### config.mk
export PLATFORM = sky130hd
export DESIGN_NAME = regfile_wb_arbiter
export DESIGN_NICKNAME = d
export VERILOG_FILES = /design/src/rtl/regfile_wb_arbiter.sv
export SDC_FILE = /design/constraint.sdc
export NUM_CORES = 1
export LEC_CHECK = 0
export BUFFER_PORTS_ARGS = -buffer_cell sky130_fd_sc_hd__buf_2
export CAP_MARGIN = 20
export CORE_ASPECT_RATIO = 1.5
export CORE_MARGIN = 1.5
export CORE_UTILIZATION = 35
export CTS_CLUSTER_DIAMETER = 80
export DETAILED_ROUTE_END_ITERATION = 8
export PLACE_DENSITY_LB_ADDON = 0.3
export SLEW_MARGIN = 5
export SYNTH_ARGS = -nofsm -noshare
export SYNTH_HDL_FRONTEND = slang
export SYNTH_SLANG_ARGS = --single-unit
### constraint.sdc
create_clock -name clk -period 4.4 [get_ports clk]
set_input_delay 0.44 -clock clk [delete_from_list [all_inputs] [get_ports clk]]
set_output_delay 0.44 -clock clk [all_outputs]
set_load 0.01 [all_outputs]
### src/rtl/regfile_wb_arbiter.sv
`default_nettype none
// ============================================================================
// Module   : regfile_wb_arbiter
// Brief    : Round-robin writeback arbiter for a two-requester register file
//            write port, with an optional post-reset clear sweep
//            (compile with WB_INIT_CLEAR_EN to enable the sweep).
// Revision : 1.0
// ============================================================================
module regfile_wb_arbiter #(
    parameter int DATA_W   = 32,
    parameter int ADDR_W   = 5,
    parameter int NUM_REGS = 32
) (
    input  logic              clk,
    input  logic              rst,
    input  logic              a_valid,
    input  logic [ADDR_W-1:0] a_reg,
    input  logic [DATA_W-1:0] a_data,
    output logic              a_ready,
    input  logic              b_valid,
    input  logic [ADDR_W-1:0] b_reg,
    input  logic [DATA_W-1:0] b_data,
    output logic              b_ready,
    output logic              RegWrite,
    output logic [ADDR_W-1:0] WriteReg,
    output logic [DATA_W-1:0] WriteData,
    output logic              init_done,
    output logic [15:0]       conflict_cnt
);

    localparam logic GNT_A = 1'b0;
    localparam logic GNT_B = 1'b1;

    if (NUM_REGS < 2 || NUM_REGS > (1 << ADDR_W)) begin : g_bad_num_regs
        $error("NUM_REGS must lie in 2..2**ADDR_W");
    end

    logic in_run;
    logic last_grant;
    logic a_xfer;
    logic b_xfer;
    logic both_valid;

`ifdef WB_INIT_CLEAR_EN
    localparam logic [0:0]        ST_INIT  = 1'b0;
    localparam logic [0:0]        ST_RUN   = 1'b1;
    localparam logic [ADDR_W-1:0] LAST_IDX = ADDR_W'(NUM_REGS - 1);

    logic [0:0]        state;
    logic [0:0]        state_nxt;
    logic [ADDR_W-1:0] idx;

    always_ff @(posedge clk or posedge rst) begin : p_state
        if (rst) begin
            state <= ST_INIT;
        end else begin
            state <= state_nxt;
        end
    end

    always_comb begin : p_next_state
        state_nxt = state;
        if (state == ST_INIT && idx == LAST_IDX) begin
            state_nxt = ST_RUN;
        end
    end

    always_ff @(posedge clk or posedge rst) begin : p_idx
        if (rst) begin
            idx <= ADDR_W'(1);
        end else if (state == ST_INIT) begin
            idx <= idx + ADDR_W'(1);
        end
    end

    assign in_run = (state == ST_RUN);
`else
    assign in_run = 1'b1;
`endif

    // Readiness is suppressed while rst is high so nothing is accepted
    // during a reset pulse that lands mid-cycle.
    always_comb begin : p_outputs
        a_ready = 1'b0;
        b_ready = 1'b0;
        if (!rst && in_run) begin
            if (a_valid && b_valid) begin
                a_ready = (last_grant == GNT_B);
                b_ready = (last_grant == GNT_A);
            end else begin
                a_ready = a_valid;
                b_ready = b_valid;
            end
        end
    end

    assign a_xfer     = a_valid && a_ready;
    assign b_xfer     = b_valid && b_ready;
    assign both_valid = a_valid && b_valid;
    assign init_done  = in_run;

    always_ff @(posedge clk or posedge rst) begin : p_writeback
        if (rst) begin
            RegWrite     <= 1'b0;
            WriteReg     <= '0;
            WriteData    <= '0;
            last_grant   <= GNT_B;
            conflict_cnt <= '0;
`ifdef WB_INIT_CLEAR_EN
        end else if (!in_run) begin
            RegWrite  <= 1'b1;
            WriteReg  <= idx;
            WriteData <= '0;
`endif
        end else begin
            // Register 0 is hardwired: the transfer completes but no write fires.
            if (a_xfer) begin
                RegWrite   <= (a_reg != '0);
                WriteReg   <= a_reg;
                WriteData  <= a_data;
                last_grant <= GNT_A;
            end else if (b_xfer) begin
                RegWrite   <= (b_reg != '0);
                WriteReg   <= b_reg;
                WriteData  <= b_data;
                last_grant <= GNT_B;
            end else begin
                RegWrite <= 1'b0;
            end
            if (both_valid && conflict_cnt != 16'hFFFF) begin
                conflict_cnt <= conflict_cnt + 16'd1;
            end
        end
    end

endmodule
`default_nettype wire
== Word-level counts from Yosys, hierarchy flattened ==
Cells that the tools add are included.
Cells by class
  div/mod/pow operators: 0
  multipliers: 0
  $add $sub $neg: 1
  bitwise logic cells: 1
  shifts and indexed selects: 0
  equal/unequal tests: 1
  reductions and logical operators: 7
  mux-type cells: 12
  $lt $le $gt $ge: 0
Operator list (number)
  32-bit 2-to-1 mux: 2
  16-bit by 1-bit adder with 16-bit output (second input constant): 1
  16-bit inequality test (second input constant): 1
  5-bit 2-to-1 mux: 2
  5-bit nonzero test: 2
  1-bit 2-to-1 mux: 8
  1-bit logical AND: 4
  2-bit nonzero test: 1
  1-bit inverter: 1
Storage, ports and cells
  memories kept: 0
  RAM bits: 0
  flip-flop bits (word level): 55
  logic and storage cells: 27
  bits of input ports: 78
  bits in read-only memories: 0
  bits in latches: 0

== Longest topological paths before layout ==
Gate-level depths: netlist (run 1).
  depth after elaboration: 6
  depth in mapped cells: 6
  gate-level depth less buffers: 5

== Least setup slack after synthesis (run 1) ==
Ideal clock, no wire load.
  path kind: input port to output port
  start: input rst
  end: output a_ready
  path slack: 1.513 ns
  arrival time: 2.447 ns
  buffers on the path: 2
  data required time: 3.960 ns
  stages: 5
  path through: inv_1 o211ai_1 buf_4 buf_4 inv_1
Between the ends
  word-level cells in the longest chain between the ends: 1
Ends and longest elaborated chain
  from (decl): RTL line 15  | input logic rst,
  1-bit 2-to-1 mux: RTL line 86  | if (!rst && in_run) begin
  to (decl): RTL line 19  | output logic a_ready,
Every way passes these cells.

== Worst setup path in the final report (run 1) ==
  start: register last_grant
  end: output a_ready
Between the ends
  word-level cells in the longest chain between the ends: 2
Ends and longest elaborated chain
  from (decl): RTL line 39  | logic last_grant;
  from (signal assigned): RTL line 107  | last_grant <= GNT_B;
  from (signal assigned): RTL line 121  | last_grant <= GNT_A;
  from (signal assigned): RTL line 126  | last_grant <= GNT_B;
  1-bit 2-to-1 mux: RTL line 87  | if (a_valid && b_valid) begin
  1-bit 2-to-1 mux: RTL line 86
Every way passes these cells.

==> results of run 1 <==
[layer usage]
metal  GRT usage  vias up  part of all wire
met4     0.05688        0            0.0060
met5           0        -                 0
met1      0.1784     1036              0.40
li1            -     1127                 -
met3     0.02680        2             0.047
met2      0.2593       82              0.54
[final cells by class]
| cell class | instances | share of cell area |
|---|---|---|
| Multi-Input combinational cell | 176 | 0.3398 |
| Inverter | 4 | 0.004334 |
| Timing Repair Buffer | 136 | 0.1986 |
| Sequential cell | 55 | 0.3976 |
| Clock inverter | 1 | 0.001445 |
| Clock buffer | 7 | 0.02203 |
| Tap cell | 100 | 0.03611 |
[per-stage QoR]
step	power, mW	instance area, um^2	std cells	hold WS, ps
after floorplan	0.8375	2621	248	503.8
after global routing	1.318	3465	479	412.2
final	1.238	3465	479	377.8
after detailed placement	0.9926	3383	471	465.3
after global placement	0.9823	3383	471	456.7
after CTS	1.261	3465	479	391.6
[state kept, by name, summed over array words and instances (netlist names)]
signal	cells
WriteData	32
conflict_cnt	16
WriteReg	5
RegWrite	1
last_grant	1
[cell families after synthesis]
logic type / after synthesis
multiplexers: 40
flip-flops: 55
AO/OA/AOI/OAI: 52
other: 1
AND/OR/NAND/NOR: 73
XOR/XNOR: 9
buffers and inverters: 17
adder cells (fa/ha/maj): 1
[cell usage in the layout, fill, tap and decap left out, drive strengths merged, types with 5 or more instances in the layout]
cell	synthesis	final
nand2	42	42
nand3	7	7
mux2i	37	37
xor2	8	8
nor4	5	5
o21ai	42	42
buf	5	136
clkbuf	8	7
dfrtp	54	54
[report_power, final]
part | internal [mW] | switching [mW] | total, mW
sequential | 0.585 | 0.0745 | 0.659
clock | 0.112 | 0.150 | 0.262
combinational | 0.148 | 0.168 | 0.316
[critical path, cell delays in order, from the launching register on]
cell and delay (ps):
dfstp_2 380, o211ai_1 160, buf_4 540, inv_1 80, buf_2 150
[worst paths after layout]
path                                 start              end
max                             last_grant          a_ready
min                                    rst  conflict_cnt[9]
max reg2reg                conflict_cnt[0]  conflict_cnt[1]
min reg2reg                   WriteData[9]     WriteData[9]
max in group asynchronous              rst     WriteData[0]
min in group clk                       rst       last_grant
==> metrics, run 1 <==
status=finished, final reports clean; Tot GR Track Use=0.1486; worst-margin pin slew=707.7 ps; Die Ht=109.0 um; fin util=0.4794; Cell Area, Synth=0.002621 mm^2; H-tree levels=2; Clock Tree Root=clkbuf_8; Fill cells=718; Area contributors post-synth=dfrtp_1 52%, mux2i_1 14%, o21ai_0 7.4%, nand2_1 6.0%, xor2_1 2.7%; Reg area=0.001378 mm^2; unrepaired setup endpoints after global routing=false; max cap viols=0; period utilisation layout=0.4672; Ys Warns=0; Simple-Gate Fraction of Synth Area=0.1437; grt ovf=0; area of the multi-input gates=0.001177 mm^2; CTS clock-pin slew for the worst setup and hold paths=90 ps; port bufs=133; critical path fanouts, max=39; drt wl/cell=12.56 um; Detailed Route WL=6016 um; pre-CTS setup slack=2319 ps; clk_skew=4.556 ps; setup ws final=2345 ps; initial core utilization=0.3627; worst min path class=in2async; Post-synth EDFFs=0; crit path launch type=flip-flop; Post-CTS Resized=0; final hold vios=0; Post-DP HPWL=4565 um; TNS Setup=0 ps; clk buf depth=2; largest family of logic cells by synthesized area=multiplexers; Worst setup EP type=primary output; # DRC=0; P_leak=1.918 nW; largest net degree at the start of global routing=75; R2R Setup Slk=2490 ps; Post-CTS Setup Inserts=0; register area share after synthesis=0.5255; fin crit period=2055 ps; Site Rows=38; routability congestion estimate=0.7667; clk sinks=55; CP arrival=1620 ps; num ports=135; Max Fclk=486.5 MHz; Post-Syn Instances=248; via count=2247; fin nets=457; CTS Buf Count=5; number of cells on the worst reg-to-reg path=5; Avg Inst Size Synth=10.57 um^2; share of the synthesized area in the top cell type=0.5155; PwrDens=357.2 mW/mm^2; Yosys top cell by area=dfrtp_1; drt pass-1 iters=4; Syn Nets=327; Synth Area in Compound Gates=0.1093; die area=0.008028 mm^2; first-pass GRT wire length=9197 um; mux contribution to synthesized area=0.1556; CTS tree=yes; peak supply drop=0.1513 mV; most common cell in the netlist=dfrtp_1; vias per cell=4.691; vias in the first global route=1985; number of diodes=0; die width=73.66 um; core area=0.007227 mm^2; final setup fails=0; post-synthesis to final-layout area growth=32.17%; initial antenna violation count=0; Worst-Skew Late Latency=290 ps; Most used DFF post-synth=dfrtp_1; Seq cells post-synth=55; adder-cell share of the synthesized area=0.004773; 1st-iter DRT viols=73; antenna-violating nets left=0; Max transition margin=0.5282; layout cell share with drive strength beyond 1=0.4063; count of pins over their slew limit=0; cts hold-fix bufs=0; Crit Path Class=reg2out; Synth top cells by count=54 x dfrtp_1, 42 x nand2_1, 39 x o21ai_0; CP required=3960 ps; XOR/XNOR Fraction of Synth Area=0.03007; asr flop ratio synth=1.000; synth unique cells=38
Power figures use the tool's default switching activity.
==> run 2, diff against run 1 <==
==> constraint.sdc (replaced) <==
create_clock -name clk -period 1.7 [get_ports clk]
set_input_delay 0.17 -clock clk [delete_from_list [all_inputs] [get_ports clk]]
set_output_delay 0.17 -clock clk [all_outputs]
set_load 0.01 [all_outputs]
==> run 2 against run 1 <==
Net effect: combinational power rose to 3.1 times the previous value; power rose to 2.9 times the previous value; sequential cell count did not move; first-iteration DRC count fell by 32%; critical path type unchanged; core utilization rose by 3.3 points; via count rose by 2.3%; setup slack got worse by 2300 ps; sequential power rose to 2.5 times the previous value; wire length rose by 6.0%; final cell count rose by 3.3%; hold slack got worse by 240 ps; largest cell class unchanged.
==> metrics, run 2 (same netlist as run 1, synthesis figures left out) <==
first-pass GRT wire length=9722 um (+5.7%); Placement Cell Area=0.003527 mm^2 (+4.3%); num ports=135 (unchanged); PwrDens=965.8 mW/mm^2 (+170%); CTS clock-pin slew for the worst setup and hold paths=110 ps (+20 ps); clk buf depth=2 (unchanged); drt wl/cell=12.88 um (+2.6%); initial antenna violation count=0 (unchanged); 1st-iter DRT viols=50 (-32%); largest net degree at the start of global routing=32 (-57%); post-synthesis to final-layout area growth=41.34%; CP required=1530 ps (-2430 ps); Post-DP HPWL=4865 um (+6.6%); worst min path class=in2reg; final hold vios=0 (unchanged); Reg-to-Reg Start=conflict_cnt[8]; status=finished, final reports clean; Worst setup EP type=primary output; most frequent cells in the layout=133 x buf_2, 53 x dfrtp_1, 42 x nand2_1; Max Fclk=608.0 MHz; Biggest register=WriteData; CTS tree=yes; Largest stage delay, worst path=560 ps (+20 ps); CP top delay family=flip-flops; P_leak=2.046 nW (+6.7%); worst-margin pin slew=722.5 ps (+14.76 ps); antenna-violating nets left=0 (unchanged); crit path launch type=flip-flop; via count=2299 (+2.3%); Max transition margin=0.5165 (-0.01167); Site Rows=38 (unchanged); H-tree levels=2 (unchanged); port bufs=133 (unchanged); routability congestion estimate=0.8653 (+13%); # DRC=0 (unchanged); drt pass-1 iters=4 (unchanged); clk sinks=55 (unchanged); CP arrival=1470 ps (-150 ps); top flop regs=WriteData x32, conflict_cnt x16, WriteReg x5; layout cell share with drive strength beyond 1=0.4405 (+0.03417); count of pins over their slew limit=0 (unchanged); fin crit period=1645 ps; clk_skew=16.51 ps (+11.96 ps); period utilisation layout=0.9675; slowest stage cell, crit path=dfstp_2; final instance area=0.003705 mm^2 (+6.9%); die area=0.008028 mm^2 (unchanged); number of diodes=0 (unchanged); die width=73.66 um (unchanged); Detailed Route WL=6378 um (+6.0%); most common cell after layout, fill and taps aside=buf_2; Die Ht=109.0 um (unchanged); final setup fails=0 (unchanged); vias per cell=4.644 (-0.99%); fin nets=473 (+3.5%); max FFs per register=32 (unchanged); Critical Path Source=last_grant; Layout Cells excl Fill=495 (+3.3%); Placed Cells=483 (+2.5%); CTS Buf Count=5 (unchanged); number of buffers and inverters on the critical path=4 (+1); max cap viols=0 (unchanged); Crit Path Class=reg2out; critical path fanouts, max=15 (-62%); grt ovf=0 (unchanged); HP Start=b_reg[3]; CP cell instances=o211ai_1 -> buf_4 -> clkbuf_16 -> inv_1 -> buf_2; Worst-Skew Late Latency=310 ps (+20 ps); core area=0.007227 mm^2 (unchanged); vias in the first global route=2217 (+12%); peak supply drop=0.5095 mV (+240%); Clock Tree Root=clkbuf_8; initial core utilization=0.3627 (unchanged); Tot GR Track Use=0.1564 (+0.007823)
-- run 2: timing repair --
item,in CTS,in global routing
resized for setup,0,5
endpoints found under the hold margin,45,0
hold buffers,1,0
setup endpoints to repair,0,4
buffers inserted,0,2
-- run 2: worst min-delay path, stage by stage --
cell and delay (ps):
buf_2 90, o21ai_0 70, o21ai_0 70
-- run 2: layer usage --
metal | GRT usage | wire length (um) | vias up
met5 | 0 | 0 | -
met4 | 0.06746 | 116 | 0
met3 | 0.04344 | 337 | 11
met2 | 0.2812 | 3325 | 74
met1 | 0.1671 | 2599 | 1052
li1 | - | - | 1162
-- run 2: report_power, final --
group / internal, mW / total (mW) / switching [mW]
Combinational: 0.480 / 0.990 / 0.510
Sequential: 1.52 / 1.68 / 0.168
Clock: 0.477 / 0.904 / 0.426
Total: 2.47 / 3.58 / 1.11
-- run 2: per-stage QoR --
step / hold slack [ps] / TNS (ps) / util / worst slack [ps] / power (mW)
finish: 136.1 / 0 / 0.5126 / 55.29 / 3.578
global route: 138.7 / -2.961 / 0.5126 / -2.961 / 3.801
CTS: 123.4 / 0 / 0.5057 / 38.10 / 3.611
detailed placement: 335.0 / 0 / 0.4881 / 97.74 / 2.692
global placement: 332.3 / 0 / 0.4881 / 139.9 / 2.673
floorplan: 251.5 / -11840 / - / -357.2 / 2.218
-- run 2: area by class of cell --
| class | count | area [um^2] |
|---|---|---|
| clock buffer | 6 | 82.58 |
| clock inverter | 2 | 35.03 |
| fill | 709 | 3522 |
| inverter | 4 | 18.77 |
| multi-input combinational | 176 | 1220 |
| sequential | 55 | 1379 |
| tap | 100 | 125.1 |
| timing repair buffer | 152 | 844.6 |
-- run 2: path summary, 6_finish.rpt --
check                                   to  slack, ps  cells past startpoint
max in group asynchronous       last_grant        860                      4
setup reg to reg           conflict_cnt[7]        100                      5
hold / removal                    RegWrite        140                      3
min in group asynchronous  conflict_cnt[8]        570                      4
hold reg to reg               WriteData[5]        480                      2
setup / recovery                   a_ready         60                      5
==> run 3, diff against run 2 <==
--- a/config.mk
+++ b/config.mk
@@ -9,7 +9,7 @@
 export CAP_MARGIN = 20
 export CORE_ASPECT_RATIO = 1.5
 export CORE_MARGIN = 1.5
-export CORE_UTILIZATION = 35
+export CORE_UTILIZATION = 41
 export CTS_CLUSTER_DIAMETER = 80
 export DETAILED_ROUTE_END_ITERATION = 8
 export PLACE_DENSITY_LB_ADDON = 0.3
==> constraint.sdc (replaced) <==
create_clock -name clk -period 1.5 [get_ports clk]
set_input_delay 0.15 -clock clk [delete_from_list [all_inputs] [get_ports clk]]
set_output_delay 0.15 -clock clk [all_outputs]
set_load 0.01 [all_outputs]
==> run 3 against run 2 <==
Net effect: the flow now finishes with violations (setup timing); critical endpoint is now conflict_cnt[4]; critical path type is now reg2reg; highest routed layer unchanged; clock-buffer cell count grew 1; combinational power rose by 33%; hold slack worse by 20 ps; power rose by 11%; clock skew is 11 ps lower; critical path depth is the same; core utilization is 12 points higher; global-route usage grew 3.4 points; setup slack lost 110 ps; sequential share of layout area down 2.0 points; final area up 5.5%.
==> metrics, run 3 (same netlist as run 1, synthesis figures left out) <==
die area=0.006892 mm^2 (-14%); initial antenna violation count=0 (unchanged); Comb pwr share=0.332 (+0.055); Clock Tree Root=clkbuf_8; # DRC=0 (unchanged); Sw Ratio=0.3235 (+0.01458); Site Rows=35 (-7.9%); unrepaired setup endpoints after global routing=true; status=finished, violations left; most frequent cells in the layout=132 x buf_2, 54 x dfrtp_1, 42 x nand2_1; pre-CTS setup slack=-35.58 ps (-133.3 ps); post-synthesis to final-layout area growth=49.16%; Worst-Skew Late Latency=300 ps (about the same); Max transition margin=0.5377 (+0.02113); antenna-violating nets left=0 (unchanged); first-pass GRT wire length=9963 um (+2.5%); core area=0.006175 mm^2 (-15%); cts hold-fix bufs=0 (-1); max FFs per register=32 (unchanged); clk buf depth=2 (unchanged); CTS tree=yes; final setup fails=10 (+10); total power=3.988 mW (+11%); most common cell after layout, fill and taps aside=buf_2; P_sw=1.290 mW (+17%); Max Fclk=641.2 MHz; final hold vios=0 (unchanged); crit path launch type=flip-flop; clk sinks=55 (unchanged); failing checks=setup timing; drt wl/cell=13.81 um (+7.2%); worst min path class=in2reg; via count=2423 (+5.4%); Tot GR Track Use=0.1901 (+0.03366); Detailed Route WL=6769 um (+6.1%); Post-DP HPWL=4904 um (+0.81%); worst-margin pin slew=693.5 ps (-28.96 ps); initial core utilization=0.4245 (+0.06181); critical path fanouts, max=6 (-9); setup ws final=-59.63 ps (-114.9 ps); CP required=1680 ps (+150 ps); H-tree levels=2 (unchanged); Pint=2.698 mW (+9.1%); top flop regs=WriteData x32, conflict_cnt x16, WriteReg x5; fin crit period=1560 ps; peak supply drop=0.6039 mV (+19%); PwrDens=1020 mW/mm^2 (+5.6%); max cap viols=0 (unchanged); Biggest register=WriteData; period utilisation layout=1.040; port bufs=133 (unchanged); fin nets=494 (+4.4%); CP arrival=1740 ps (+270 ps); layout cell share with drive strength beyond 1=0.4904 (+0.04988); number of diodes=0 (unchanged); Crit Path Class=reg2reg; CTS clock-pin slew for the worst setup and hold paths=100 ps (about the same); Worst setup EP type=flip-flop; drt pass-1 iters=4 (unchanged); clk_skew=5.314 ps (-11.20 ps); num ports=135 (unchanged); vias in the first global route=2194 (-1.0%); routability congestion estimate=0.7251 (-16%); Die Ht=100.9 um (-7.4%); die width=68.29 um (-7.3%); largest net degree at the start of global routing=69 (+120%); count of pins over their slew limit=0 (unchanged); vias per cell=4.945 (+6.5%); P_leak=2.148 nW (+5.0%); Reg power frac=0.472 (about the same); clock network power share=0.196 (-0.057); 1st-iter DRT viols=86 (+72%); grt ovf=0 (unchanged); CTS Buf Count=5 (unchanged)
==> run 3: cell count changes in the layout (fill, tap and decap cells not counted), sizes merged <==
cell	change
buf	+23
bufinv	-1
clkinv	+1
dlygate4sd3	-1
inv	-1
==> run 3: per-layer routing <==
metal	vias to the layer above	share of wire	track usage
li1	1204	-	-
met1	1136	0.39	0.2217
met2	77	0.55	0.3428
met3	6	0.047	0.03575
met4	0	0.0099	0.05538
met5	-	0	0
==> run 3: repair_timing <==
action                                 in CTS  in global routing
endpoints found under the hold margin       0                  0
pin swaps                                   3                  9
gates cloned                                1                  0
gates resized for setup                     4                 24
setup buffers                               6                  6
setup endpoints to repair                   9                 38
==> run 3: path summary, 6_finish.rpt <==
path | startpoint | end | slack, ps | cells after the start
setup / recovery | conflict_cnt[4] | conflict_cnt[4] | -60 | 5
hold / removal | a_data[2] | WriteData[2] | 120 | 3
setup reg to reg | conflict_cnt[4] | conflict_cnt[4] | -60 | 5
hold reg to reg | WriteData[23] | WriteData[23] | 480 | 2
max in group asynchronous | rst | WriteData[27] | 900 | 3
min in group asynchronous | rst | conflict_cnt[11] | 150 | 3
==> run 3: cell type report <==
class                      count  area, um^2
clock buffer                   7       76.32
fill                         508        2265
tap                           74       92.59
timing repair buffer         173        1049
inverter                       4       23.77
sequential                    55        1378
clock inverter                 1       5.005
multi-input combinational    176        1286
==> run 3: power by group through the flow <==
stage | combinational [mW] | clock (mW) | sequential [mW]
2_1_floorplan | 0.453 | 0 | 2.07
3_3_place_gp | 1.20 | 0 | 1.90
3_5_place_dp | 1.24 | 0 | 1.91
4_1_cts | 1.29 | 0.825 | 1.88
5_1_grt | 1.46 | 0.863 | 1.91
6_report | 1.32 | 0.783 | 1.88
==> run 3: worst max-delay path: stages (launching register included) <==
cell     delay, ps
dfrtp_1        410
nand4_4        220
nor4_4         400
buf_6          190
nor3_1          60
xor2_1         150
==> run 3: stage by stage <==
stage / instance area [um^2] / std cells / setup TNS (ps) / util / hold WS [ps]
2_1_floorplan: 2671 / 248 / -19560 / - / 231.5
3_3_place_gp: 3606 / 470 / -28.77 / 0.5840 / 414.6
3_5_place_dp: 3606 / 470 / -175.3 / 0.5840 / 434.5
4_1_cts: 3775 / 485 / -251.2 / 0.6113 / 108.4
5_1_grt: 3910 / 490 / -1435 / 0.6332 / 126.9
6_report: 3910 / 490 / -327.5 / 0.6332 / 116.1
